===== config.mk =====
export PLATFORM = sky130hd
export DESIGN_NAME = fe_symbol_sender
export DESIGN_NICKNAME = d
export VERILOG_FILES = /design/src/rtl/fe_sender_pkg.sv /design/src/rtl/sync2.sv /design/src/rtl/fe_symbol_sender.sv
export SDC_FILE = /design/constraint.sdc
export NUM_CORES = 1
export LEC_CHECK = 0
export ABC_AREA = 1
export CAP_MARGIN = 15
export CORE_MARGIN = 8
export CORE_UTILIZATION = 50
export CTS_CLUSTER_DIAMETER = 30
export DETAILED_ROUTE_END_ITERATION = 10
export GPL_TIMING_DRIVEN = 0
export PLACE_DENSITY = 0.74
export SYNTH_ARGS = -nofsm -noshare
export SYNTH_HDL_FRONTEND = slang
export SYNTH_HIERARCHICAL = 1
export SYNTH_SLANG_ARGS = --single-unit

===== constraint.sdc =====
create_clock -name clk -period 3.9 [get_ports clk]
set_input_delay 0.78 -clock clk [delete_from_list [all_inputs] [get_ports clk]]
set_output_delay 0.78 -clock clk [all_outputs]
set_load 0.1 [all_outputs]

===== src/rtl/fe_sender_pkg.sv =====
// fe_sender_pkg
// Shared definitions for the Fe symbol sender.
//   state_t      - sender FSM states; PAR only reached when FE_SENDER_PARITY_EN is defined,
//                  but the encoding is identical in both builds
//   *_LEVEL      - serial line levels for idle, start and stop bits
//   even_parity  - parity bit appended to a 2-bit symbol
//   frame_state  - true for the states that put a frame bit on the line
package fe_sender_pkg;

    typedef enum logic [2:0] {
        IDLE  = 3'd0,
        START = 3'd1,
        D0    = 3'd2,
        D1    = 3'd3,
        PAR   = 3'd4,
        STOP  = 3'd5,
        ACK   = 3'd6
    } state_t;

    localparam logic IDLE_LEVEL  = 1'b1;
    localparam logic START_LEVEL = 1'b0;
    localparam logic STOP_LEVEL  = 1'b1;

    // Even parity: the parity bit makes the number of ones in {sym, parity} even.
    function automatic logic even_parity(input logic [1:0] sym);
        return sym[0] ^ sym[1];
    endfunction

    // States during which a frame is on the wire.
    function automatic logic frame_state(input state_t st);
        return (st == START) || (st == D0) || (st == D1) || (st == PAR) || (st == STOP);
    endfunction

endpackage


===== src/rtl/sync2.sv =====
// sync2
// Two-flop synchroniser for asynchronous inputs, WIDTH bits wide.
// Each bit is synchronised independently; the caller guarantees that
// multi-bit data is stable while its qualifying request is high.
// Ports:
//   clk    - destination clock
//   reset  - asynchronous active-low reset, clears both flop stages
//   d      - asynchronous inputs
//   q      - synchronised outputs, two clock edges after d
module sync2 #(
    parameter int WIDTH = 1
) (
    input  logic             clk,
    input  logic             reset,
    input  logic [WIDTH-1:0] d,
    output logic [WIDTH-1:0] q
);

    logic [WIDTH-1:0] meta;

    always_ff @(posedge clk or negedge reset) begin
        if (!reset) begin
            meta <= '0;
            q    <= '0;
        end else begin
            meta <= d;
            q    <= meta;
        end
    end

endmodule


===== src/rtl/fe_symbol_sender.sv =====
// fe_symbol_sender
// Captures a 2-bit symbol from the Fe handshake controller, sends it as a
// framed symbol on a single-wire serial line (start, bit0, bit1, [parity],
// stop, each BAUD_DIV clocks long) and acknowledges with a 4-phase handshake.
// A running count of completed frames is kept and can be cleared.
//
// Build option: define FE_SENDER_PARITY_EN to insert an even-parity bit
// between bit1 and the stop bit (5-bit frame instead of 4-bit).
//
// Ports:
//   clk        - system clock, rising edge
//   reset      - asynchronous active-low reset
//   dt         - async request from Fe, symbol valid while high
//   bit0,bit1  - async symbol bits, stable while dt is high
//   cclear     - async counter clear request
//   senack     - handshake acknowledge back to Fe
//   tx         - serial line, idles high
//   busy       - high while a frame is on the line
//   sym_count  - number of completed frames, wraps
module fe_symbol_sender
    import fe_sender_pkg::*;
#(
    parameter int BAUD_DIV = 4,
    parameter int CNT_W    = 8
) (
    input  logic             clk,
    input  logic             reset,
    input  logic             dt,
    input  logic             bit0,
    input  logic             bit1,
    input  logic             cclear,
    output logic             senack,
    output logic             tx,
    output logic             busy,
    output logic [CNT_W-1:0] sym_count
);

    // Baud counter counts down from BAUD_DIV-1 to 0 within each bit slot.
    localparam int            BW        = (BAUD_DIV > 1) ? $clog2(BAUD_DIV) : 1;
    localparam logic [BW-1:0] BAUD_LAST = BW'(BAUD_DIV - 1);

    logic [3:0]    sync_q;
    logic          dt_s;
    logic          b0_s;
    logic          b1_s;
    logic          cc_s;

    state_t        state;
    logic [1:0]    sym;
    logic [BW-1:0] baud_cnt;
    logic          bit_done;
    logic          frame_done;

    sync2 #(
        .WIDTH (4)
    ) u_sync (
        .clk   (clk),
        .reset (reset),
        .d     ({cclear, bit1, bit0, dt}),
        .q     (sync_q)
    );

    assign dt_s = sync_q[0];
    assign b0_s = sync_q[1];
    assign b1_s = sync_q[2];
    assign cc_s = sync_q[3];

    assign bit_done   = (baud_cnt == '0);
    assign frame_done = (state == STOP) && bit_done;

    // Sender FSM. Every output is registered and takes its new value on the
    // edge that enters a state, so tx changes exactly at bit boundaries.
    // Each timed state reloads the baud counter on entry.
    always_ff @(posedge clk or negedge reset) begin
        if (!reset) begin
            state    <= IDLE;
            sym      <= '0;
            baud_cnt <= '0;
            tx       <= IDLE_LEVEL;
            senack   <= 1'b0;
            busy     <= 1'b0;
        end else begin
            case (state)
                IDLE: begin
                    if (dt_s) begin
                        sym      <= {b1_s, b0_s};
                        state    <= START;
                        tx       <= START_LEVEL;
                        busy     <= 1'b1;
                        baud_cnt <= BAUD_LAST;
                    end
                end

                START: begin
                    if (bit_done) begin
                        state    <= D0;
                        tx       <= sym[0];
                        baud_cnt <= BAUD_LAST;
                    end else begin
                        baud_cnt <= baud_cnt - 1'b1;
                    end
                end

                D0: begin
                    if (bit_done) begin
                        state    <= D1;
                        tx       <= sym[1];
                        baud_cnt <= BAUD_LAST;
                    end else begin
                        baud_cnt <= baud_cnt - 1'b1;
                    end
                end

                D1: begin
                    if (bit_done) begin
`ifdef FE_SENDER_PARITY_EN
                        state    <= PAR;
                        tx       <= even_parity(sym);
`else
                        state    <= STOP;
                        tx       <= STOP_LEVEL;
`endif
                        baud_cnt <= BAUD_LAST;
                    end else begin
                        baud_cnt <= baud_cnt - 1'b1;
                    end
                end

`ifdef FE_SENDER_PARITY_EN
                PAR: begin
                    if (bit_done) begin
                        state    <= STOP;
                        tx       <= STOP_LEVEL;
                        baud_cnt <= BAUD_LAST;
                    end else begin
                        baud_cnt <= baud_cnt - 1'b1;
                    end
                end
`endif

                STOP: begin
                    if (bit_done) begin
                        state    <= ACK;
                        tx       <= IDLE_LEVEL;
                        busy     <= 1'b0;
                        senack   <= 1'b1;
                        baud_cnt <= '0;
                    end else begin
                        baud_cnt <= baud_cnt - 1'b1;
                    end
                end

                // Hold the acknowledge until Fe withdraws its request; a
                // request dropped mid-frame yields a single-cycle acknowledge.
                ACK: begin
                    if (!dt_s) begin
                        state  <= IDLE;
                        senack <= 1'b0;
                    end
                end

                default: begin
                    state    <= IDLE;
                    tx       <= IDLE_LEVEL;
                    busy     <= 1'b0;
                    senack   <= 1'b0;
                    baud_cnt <= '0;
                end
            endcase
        end
    end

    // Completed-frame counter; a clear request overrides a simultaneous increment.
    always_ff @(posedge clk or negedge reset) begin
        if (!reset) begin
            sym_count <= '0;
        end else if (cc_s) begin
            sym_count <= '0;
        end else if (frame_done) begin
            sym_count <= sym_count + 1'b1;
        end
    end

endmodule


# Word level (Yosys, flattened, before mapping)
# Index checks and enable logic that the tools add are counted.
dict set report op_classes {
  addsub 2
  mux 23
  eq_ne 12
  reduce_logical 14
  bitwise_logic 3
}
# op n
set ops {}
lappend ops {{2-to-1 mux 3 bit} 6}
lappend ops {{one-hot mux 3 bit (6 select lines)} 1}
lappend ops {{2-to-1 mux 8 bit} 2}
lappend ops {{inequality test 2 bit, second input constant} 5}
lappend ops {{adder 8 x 1 -> 8 bit, second input constant} 1}
lappend ops {{one-hot mux 2 bit (4 select lines)} 1}
lappend ops {{OR reduction 4 bit} 2}
lappend ops {{2-to-1 mux 1 bit} 7}
lappend ops {{equality test 3 x 2 -> 1 bit, second input constant} 2}
lappend ops {{equality test 3 bit, second input constant} 2}
lappend ops {{2-to-1 mux 2 bit} 3}
lappend ops {{one-hot mux 1 bit (3 select lines)} 2}
lappend ops {{AND reduction 3 bit} 2}
lappend ops {{AND reduction 6 bit} 1}
lappend ops {{one-hot mux 1 bit (5 select lines)} 1}
lappend ops {{AND reduction 5 bit} 1}
lappend ops {{inequality test 2 x 1 -> 1 bit, second input constant} 2}
lappend ops {{AND reduction 2 bit} 2}
lappend ops {{equality test 3 x 1 -> 1 bit, second input constant} 1}
lappend ops {{logical NOT 3 bit} 1}
lappend ops {{inverter 1 bit} 3}
lappend ops {{OR reduction 3 bit} 1}
lappend ops {{logical NOT 2 bit} 1}
lappend ops {{nonzero test 2 bit} 1}
lappend ops {{3 further kinds} 3}
dict set report word_totals {
  output_inout_bits 11
  input_bits 6
  regBits 26
}

# Longest topological paths before layout
dict set report logic_depth {
  word_depth 4
  mapped_depth 9
  depth_no_buf 9
}

# By module
# The synthesis kept the hierarchy.
# module cells_each n_inst seq_area_each_um2 area_each_um2
set modules_own_cells {}
lappend modules_own_cells {fe_symbol_sender 148 1 451.7 1067.3}
lappend modules_own_cells {sync2 8 1 200.2 200.2}

# Worst setup path before layout
# No wires, ideal clock.
dict set report synth_path {
  kind {register to register}
  start {reg sym_count[0]}
  end {reg sym_count[6]}
  slack_ps 1972
  n_path_buf 0
  path_stages_with_launch 9
  t_arrival_ps 1807
  synth_period_minus_slack_ps 1928
  setup_ps 121
  path_cell_list {dfrtp_1 ha_1 nand2_1 nor2_1 nand2_1 nor2_1 nand2_1 nand2_1 nor2_1}
}
dict set report synth_via {
  elab_chain_cells 3
}
# element line
set synth_rtl {}
lappend synth_rtl {{start: declaration} fe_symbol_sender.sv:35} ;# output logic [CNT_W-1:0] sym_count
lappend synth_rtl {{start signal: assignment} fe_symbol_sender.sv:180} ;# sym_count <= sym_count + 1'b1;
lappend synth_rtl {{adder 8 x 1 -> 8 bit} fe_symbol_sender.sv:180}
lappend synth_rtl {{2-to-1 mux 8 bit} fe_symbol_sender.sv:179} ;# end else if (frame_done) begin
lappend synth_rtl {{2-to-1 mux 8 bit} fe_symbol_sender.sv:177} ;# end else if (cc_s) begin
# Every way passes these cells. The select of a mux whose other input is x is not followed.
# A chain may end at the register's enable or synchronous reset.

# Final worst setup path
dict set report layout_path {
  start {reg tx}
  end {out tx}
}
# element line
set layout_lines {}
lappend layout_lines {{start: declaration} fe_symbol_sender.sv:33} ;# output logic tx,
lappend layout_lines {{start signal: assignment} fe_symbol_sender.sv:97} ;# tx <= sym[0];
lappend layout_lines {{start signal: assignment} fe_symbol_sender.sv:107} ;# tx <= sym[1];
# No word-level cell between the ends.

==> results.md <==
- Status: complete, no violations
- Slack of the worst reg-to-reg path: 2.42 ns
- Tightest Pin Transition: 0.979 ns
- Peak supply drop: 512 uV
- Worst-path clk slew: 0.14 ns
- Core area: 0.00243 mm2
- Busiest grt layer: met2
- Pre-antenna DRT Iters: 4
- XOR/XNOR Fraction of Synth Area: 0%
- Multiplexer area fraction after synthesis: 0%
- Synth-to-Final Area Change: 21.9%
- Share of layout cells above drive strength 1: 9.04%
- CP bufs+invs: 1
- Hold path startpoint: u_sync/meta[2]$_DFF_PN0_
- CP Data Required Time: 3.12 ns
- Diode count: 0
- Slowest stage delay, CP: 1.12 ns
- Synth cell types: 21
- DR iter-0 viols: 56
- TritonCTS clock tree: built
- M2 GR Usage: 22.1%
- Pleak: 0.799 nW
- Cts hold-fix bufs: 0
- CP endpoint kind: output pin
- Die Y: 66.4 um
- WP data arrival: 2.00 ns
- Global route total overflow: 0
- Post-cts gate resize count: 0
- Clk root buf: clkbuf_4
- Cell taking the most area after synthesis: dfrtp_1
- Hold Path Class: flip-flop to flip-flop
- Post-route clock period utilization: 71.4%
- NumNets Final: 188
- Area share of the largest cell type after synthesis: 49.4%
- R2r startpoint: baud_cnt[0]$_DFFE_PN0P_
- Hold endpoint: u_sync/q[2]$_DFF_PN0_
- DRC viols: 0
- Placed insts: 202
- Largest net degree at the start of global routing: 27
- FMAX: 0.359 GHz
- Mapped cell area: 0.00127 mm2
- Combined area of the multi-input logic cells: 518 um2
- TritonCTS sink count: 26
- Largest family of logic cells by synthesized area: simple AND/OR/NAND/NOR gates
- Pwr dens: 720 mW/mm2
- Number of global-route vias before repair: 1114
- Setup tns final: 0 ns
- Register bit total from synthesis: 26
- Peak fanout along the critical path: 2
- Worst rel slew slack: 34.5%
- H-tree Lvls: 1
- Port Buffer Count: 16
- DR vias: 1071
- Fill cell count: 212
- Vias per cell: 5.17
- Synth Area in Simple Gates: 29.0%
- Final ANT Viol Nets: 0
- CTS Buffer Depth: 2
- DIE WIDTH: 66.4 um
- Setup Skew: 0.00375 ns
- Final wirelength: 2550 um
- Skew-Pair Late Insertion Delay: 0.32 ns
- CP max stage cell: clkdlybuf4s50_1
- I/O pin cnt: 17
- Finished Layout Cells: 207
- Critical setup path kind: flip-flop to output pin
- Wire per inst: 12.3 um
- Most common cell after layout, fill and taps aside: nand2_1
- Routability cong.: 0.876
- RSZ-0062 raised after global routing: false
- Post-route cell area: 0.00155 mm2
- Syn avg cell area: 8.12 um2
- FF+latch area: 652 um2
- Ys Warns: 6
- Delay-heaviest family, CP: buffers and inverters
- Crit start category: flip-flop
- Placed inst area: 0.00147 mm2
- Initial antenna violation count: 0
- Minimum clock period: 2.78 ns
- Hold path cells: 0
- RR Endpoint: senack$_DFFE_PN0P_
- Ordered list of cells on the worst path: clkdlybuf4s50_1
- First-pass GRT wire length: 4590 um
- Starting Density: 52.1%
- Post-Synthesis Cells: 156
- Adder-cell share of the synthesized area: 3.95%
- Fin. Hold Viols: 0
- Complex-gate fraction of the synthesized area: 7.90%
- GRT met1 Usage: 15.0%
- Mapped Nets: 166
- Setup Buffers After CTS: 0
- Slew Viols, Final: 0
- Met3 Use GR: 3.39%
- Setup violations, final: 0
- Die area: 0.00440 mm2
- Total GRT Usage: 13.1%
- Max_cap viols: 0
- Site Rows: 18
- Hpwl dp: 1850 um
- Top cells by area, synth: dfrtp_1 (49%), nand2_1 (12%), nor2_1 (5.6%)
- FF-to-FF path depth: 7
- Register area share after synthesis: 51.4%
- Commonest cells after routing, fill and taps aside: nand2_1 (42), dfrtp_1 (25), nor2_1 (19), clkdlybuf4s50_1 (16), inv_1 (15)
- Cts bufs inserted: 3
-- how the worst max path moves through the flow --
stage                              from                       end  slack, ns  depth (start not counted)
6_report                 tx$_DFFE_PN1P_                        tx       1.12                          1
5_1_grt                  tx$_DFFE_PN1P_                        tx       1.06                          1
4_1_cts                  tx$_DFFE_PN1P_                        tx       1.10                          1
3_5_place_dp             tx$_DFFE_PN1P_                        tx       1.48                          1
3_3_place_gp             tx$_DFFE_PN1P_                        tx       1.48                          1
2_1_floorplan  sym_count[0]$_DFFE_PN0P_  sym_count[6]$_DFFE_PN0P_       1.97                          8
-- cell families (layout without fill, tap and decap cells) --
logic type,count (synthesis),after routing
AO/OA/AOI/OAI,19,19
adder cells (fa/ha/maj),4,4
buffers and inverters,22,43
flip-flops,26,26
AND/OR/NAND/NOR,85,85
-- Yosys cell counts --
| cell | instances |
|---|---|
| nand4_1 | 4 |
| ha_1 | 4 |
| o21ai_0 | 7 |
| nand3_1 | 14 |
| nand2_2 | 1 |
| o21ai_1 | 5 |
| buf_4 | 2 |
| nor3_1 | 1 |
| buf_6 | 1 |
| dfrtp_1 | 25 |
| inv_1 | 15 |
| dfstp_2 | 1 |
| nor2_2 | 2 |
| o21bai_1 | 2 |
| inv_2 | 3 |
| nor3b_1 | 1 |
| a21oi_1 | 5 |
| clkbuf_1 | 1 |
| nand2_1 | 42 |
| nand4_2 | 1 |
| nor2_1 | 19 |
-- state kept, by name (all words and copies together), names as in the netlist --
| signal | flops |
|---|---|
| baud_cnt | 2 |
| busy | 1 |
| senack | 1 |
| state | 3 |
| sym | 2 |
| sym_count | 8 |
| tx | 1 |
| u_sync/meta | 4 |
| u_sync/q | 4 |
-- routing by layer --
layer | vias up | share of wire [%] | wire (um)
li1 | 540 | - | -
met1 | 489 | 45 | 1150
met2 | 36 | 48 | 1230
met3 | 6 | 5.3 | 134
met4 | 0 | 1.6 | 40
met5 | - | 0 | 0
-- final cells by class --
class	instances	area share, %
sequential	26	42.2
tap	30	2.43
multi-input combinational	108	33.5
clock buffer	3	1.46
buffer	4	1.94
timing repair buffer	17	12.1
inverter	18	4.37
clock inverter	1	1.94
-- worst reg2reg max path, stage by stage (launching register included) --
cell	delay, ns
dfrtp_1	0.45
inv_1	0.10
ha_1	0.22
inv_1	0.12
nand4_1	0.14
nand2_1	0.09
o21ai_0	0.19
nand2_1	0.07
-- where the power goes --
part	total (mW)	internal [mW]	switching [mW]
Clock	0.187	0.104	0.0834
Combinational	0.551	0.171	0.380
Sequential	0.375	0.333	0.0419
Total	1.11	0.607	0.506
-- stage by stage --
step                      hold WS, ns  utilization, %  worst slack, ns  power, mW
after floorplan                 0.331               -             1.97      0.804
after global placement          0.332            60.2             1.48      0.909
after detailed placement        0.336            60.2             1.48      0.926
after CTS                       0.368            62.4             1.10       1.11
after global routing            0.378            63.5             1.06       1.20
final                           0.365            63.5             1.12       1.11
(Power assumes the default switching activity.)
==> variant 1: new RTL, same flow settings <==
Build with the macro `FE_SENDER_PARITY_EN` defined.
--- a/src/rtl/fe_symbol_sender.sv
+++ b/src/rtl/fe_symbol_sender.sv
@@ -18,4 +18,6 @@
 //   busy       - high while a frame is on the line
 //   sym_count  - number of completed frames, wraps
+`define FE_SENDER_PARITY_EN
+
 module fe_symbol_sender
     import fe_sender_pkg::*;
Function: no difference found for any inputs over 10 cycles, from zero or initial values and one cycle with reset low; that may be too few to reach the edited logic, so the function may still have changed.
==> variant 1 against the original RTL <==
Combinational power up 6.5%; synthesized area up 9.9%; global-route usage down 0.074 points; design area up 8.2%; first-iteration DRC count up 16%; routed wire length up 6.5%; synthesized cell count up 9.6%; register-to-register slack better by 0.02 ns; worst setup slack better by 0.0028 ns; final cell count up 7.7%; power up 1.8%; count of clock-buffer cells in the layout unchanged; sequential cell count unchanged; largest power group unchanged.
==> variant 1: results (changes against the original RTL) <==
[run_status]
status=completed

[yosys]
synth_nets=181  ; +9.0%
synthTopCellsByCount=nand2_1 (54), dfrtp_1 (25), nand3_1 (20), inv_1 (18), nor2_1 (11)
synth_compound_area_share_pct=6.11  ; -1.8 points
avgSynthCellArea_um2=8.14  ; +0.23%

[final_layout]
buffers=20  ; -4.8%
area_growth_pct=20.0
buffer_area_share_pct=13.2  ; -0.84 points
n_fill_cell=234  ; +10%
seq_cell_count=26  ; unchanged
finalNonFillerCells=223  ; +7.7%
clock_cell_area_share_pct=3.14  ; -0.26 points

[global_routing]
grt_pass1_vias=1116  ; +0.18%
use_met1_pct=15.4  ; +0.42 points
grtUsageMet2_pct=22.9  ; +0.81 points
grt_pass1_wl_mm=4.82  ; +5.0%

[placed_design]
dp_slack_ns=1.47  ; -0.00893 ns
placed_cell_area_um2=1590  ; +8.6%
gp_congestion=0.886  ; +1.2%

[power_and_ir_drop]
power_uw=1130  ; +1.8%
ir_drop_v=0.000527  ; +2.9%

[worst_setup_path]
rrSetupSlack_ns=2.44  ; +0.02 ns
reg2reg_to=state[1]
r2r_cells=8  ; +1

[worst_hold_path]
holdPathEnd=u_sync/q[0]

[route]
met2_wirelength_mm=1.36  ; +11%
met3_length_um=115  ; -14%
wirelength_mm=2.71  ; +6.5%
viasPerCell=5.22  ; +0.97%

[timing]
holdWs_ns=0.366  ; +0.00112 ns

[variant 1: cell count changes in the layout (fill, tap and decap cells not counted), moves of 3 or more]
cell / unedited run / this run
inv_1: 15 / 18
nand2_1: 42 / 54
nand3_1: 14 / 20
nor2_1: 19 / 11
nor2_4: 0 / 3
o21ai_1: 5 / 0
[variant 1: how the worst max path moves through the flow]
stage | from | end | slack (ns)
final | tx | tx | 1.12
after global routing | tx | tx | 1.07
after CTS | tx | tx | 1.09
after detailed placement | tx | tx | 1.47
after global placement | tx | tx | 1.47
after floorplan | sym_count[1] | sym_count[4] | 2.17
[variant 1: power by group]
part	total, µW	switching, µW	internal, µW
Clock	183	79.6	104
Combinational	587	398	189
Sequential	363	35.2	328
Total	1130	513	620
[variant 1: cells by family (layout without fill, tap and decap cells)]
logic type | Yosys count | in the layout
AO/OA/AOI/OAI | 15 | 15
flip-flops | 26 | 26
buffers and inverters | 26 | 47
AND/OR/NAND/NOR | 100 | 100
adder cells (fa/ha/maj) | 4 | 4
==> variant 2: new RTL, same flow settings <==
Made on the original files. Make the reset (`reset`) synchronous in 3 clocked blocks. Comments in the files are not updated.
--- a/src/rtl/sync2.sv
+++ b/src/rtl/sync2.sv
@@ -19,5 +19,5 @@
     logic [WIDTH-1:0] meta;
 
-    always_ff @(posedge clk or negedge reset) begin
+    always_ff @(posedge clk) begin
         if (!reset) begin
             meta <= '0;
--- a/src/rtl/fe_symbol_sender.sv
+++ b/src/rtl/fe_symbol_sender.sv
@@ -72,5 +72,5 @@
     // edge that enters a state, so tx changes exactly at bit boundaries.
     // Each timed state reloads the baud counter on entry.
-    always_ff @(posedge clk or negedge reset) begin
+    always_ff @(posedge clk) begin
         if (!reset) begin
             state    <= IDLE;
@@ -172,5 +172,5 @@
 
     // Completed-frame counter; a clear request overrides a simultaneous increment.
-    always_ff @(posedge clk or negedge reset) begin
+    always_ff @(posedge clk) begin
         if (!reset) begin
             sym_count <= '0;
Behaviour: differs if reset is asserted again (counterexample within 4 cycles, from zero or initial values and one cycle with reset low); with reset held inactive, the same outputs for 10 cycles.
==> variant 2 against the original RTL <==
Sequential cell count stayed put; first-iteration DRC count shrank 25%; worst setup slack better by 0.054 ns; routed wire length grew 5.4%; critical path type unchanged; sequential share of layout area decreased by 7.7 points; clock power is 27% lower; count of clock-buffer cells in the layout increased by 1; synthesized area up 0.69%; clock skew increased by 0.0055 ns; worst hold slack improved by 0.054 ns; synthesized cell count up 12%; power fell by 25%; design area is 2.3% lower.
==> variant 2: results (changes against the original RTL) <==
[timing]
max_slew_margin_pct=34.6  ; +0.097 points
fin_worst_skew_ns=0.00928  ; +0.00553 ns

[yosys]
synthAdderAreaFrac_pct=3.92  ; -0.027 points
synth_async_sr_flop_share_pct=0  ; -100 points
synthTopCellsByCount=nand2_1 (42), dfxtp_1 (26), inv_1 (25), nor2_1 (14), o21ai_0 (12)
synth-seq-area-share_pct=40.8  ; -11 points
synth_cell_types=24  ; +14%
synth_xor_area_share_pct=0  ; unchanged
synth_nets=185  ; +11%
synthTopCellsByArea=dfxtp_1 (41%), nand2_1 (12%), inv_1 (7.4%), o21ai_0 (4.7%), a21oi_1 (4.3%)
synth_compound_area_share_pct=10.6  ; +2.7 points
synth-main-ff-cell=dfxtp_1

[placed_design]
dp_hpwl_mm=2.04  ; +10%
gp_congestion=0.913  ; +4.2%

[route]
drtIter0Drc=42  ; -25%
post_drt_wl_per_cell_um=11.9  ; -3.0%
viasPerCell=5.12  ; -1.0%

[global_routing]
grt_util_all_layers_pct=13.2  ; +0.065 points
grt_pass1_wl_mm=4.66  ; +1.5%
grt_pass1_vias=1096  ; -1.6%
grt_max_degree=15  ; -44%
antenna_found_initial=0  ; unchanged

[clock_network]
clock_path_buffers=2  ; unchanged
postCtsSetupBuffers=0  ; unchanged
clk_pin_slew_ns=0.14  ; about the same

[floorplanning]
initial_core_util_pct=52.0  ; -0.12 points

[worst_setup_path]
worst_path_largest_cell_delay_ns=1.17  ; +0.05 ns
cpLargestDelayFamily=buffers and inverters
cp_data_arrival_time_ns=1.95  ; -0.05 ns
crit_path_start_kind=flop
crit_fanout=6  ; +4

[final_layout]
drive_above_1_share_pct=13.3  ; +4.3 points
n_fill_cell=232  ; +9.4%
nets=206  ; +9.6%

[power_and_ir_drop]
ir_drop_v=0.000421  ; -18%
p_leak_uw=0.000703  ; -12%

[run_status]
status=completed

## variant 2: cell types whose count changed after synthesis, sizes merged, moves of 2 or more
cell / change
dfxtp: +26
dfrtp: -25
inv: +11
a21oi: +6
nand2: +5
nand3: -3
nor2: -2
## variant 2: stage by stage
stage	total power (µW)	instance area (µm²)	cells	setup slack (ns)	utilization, %
after floorplan	633	1280	175	2.07	-
after global placement	695	1470	221	1.56	60.0
after detailed placement	706	1470	221	1.53	60.0
after CTS	841	1510	225	1.16	61.5
after global routing	908	1510	225	1.08	61.5
final	836	1510	225	1.17	61.5
## variant 2: path summary, 6_finish.rpt
| check | startpoint | to | slack, ns | cells after the start |
|---|---|---|---|---|
| max | sym_count[2] | sym_count[2] | 1.17 | 1 |
| min reg2reg | u_sync/meta[2] | u_sync/q[2] | 0.42 | 2 |
| min | u_sync/meta[2] | u_sync/q[2] | 0.42 | 2 |
| max reg2reg | baud_cnt[0] | state[1] | 2.43 | 9 |
## variant 2: layer usage
layer | wire [µm] | share of wire, % | GRT usage [%] | vias up
met1 | 1140 | 42 | 15.2 | 529
met2 | 1370 | 51 | 22.3 | 25
met4 | 38 | 1.4 | 5.33 | 0
met3 | 135 | 5.0 | 3.86 | 6
met5 | 0 | 0 | 0 | -
li1 | - | - | - | 592
## variant 2: layout make-up
cell class / count / area share, %
Timing Repair Buffer: 16 / 10.6
Buffer: 4 / 2.32
Tap cell: 30 / 2.49
Clock buffer: 4 / 2.40
Multi-Input combinational cell: 116 / 40.5
Sequential cell: 26 / 34.5
Inverter: 29 / 7.21
## variant 2: worst min-delay path, stage by stage (launching register included)
cell     delay, ns
dfxtp_1       0.32
nand2_1       0.05
inv_1         0.03
## variant 2: power by group
group,total [µW],internal [µW],switching (µW)
Combinational,383,127,257
Clock,136,57.1,78.8
Sequential,316,298,18.0
Total,836,482,354
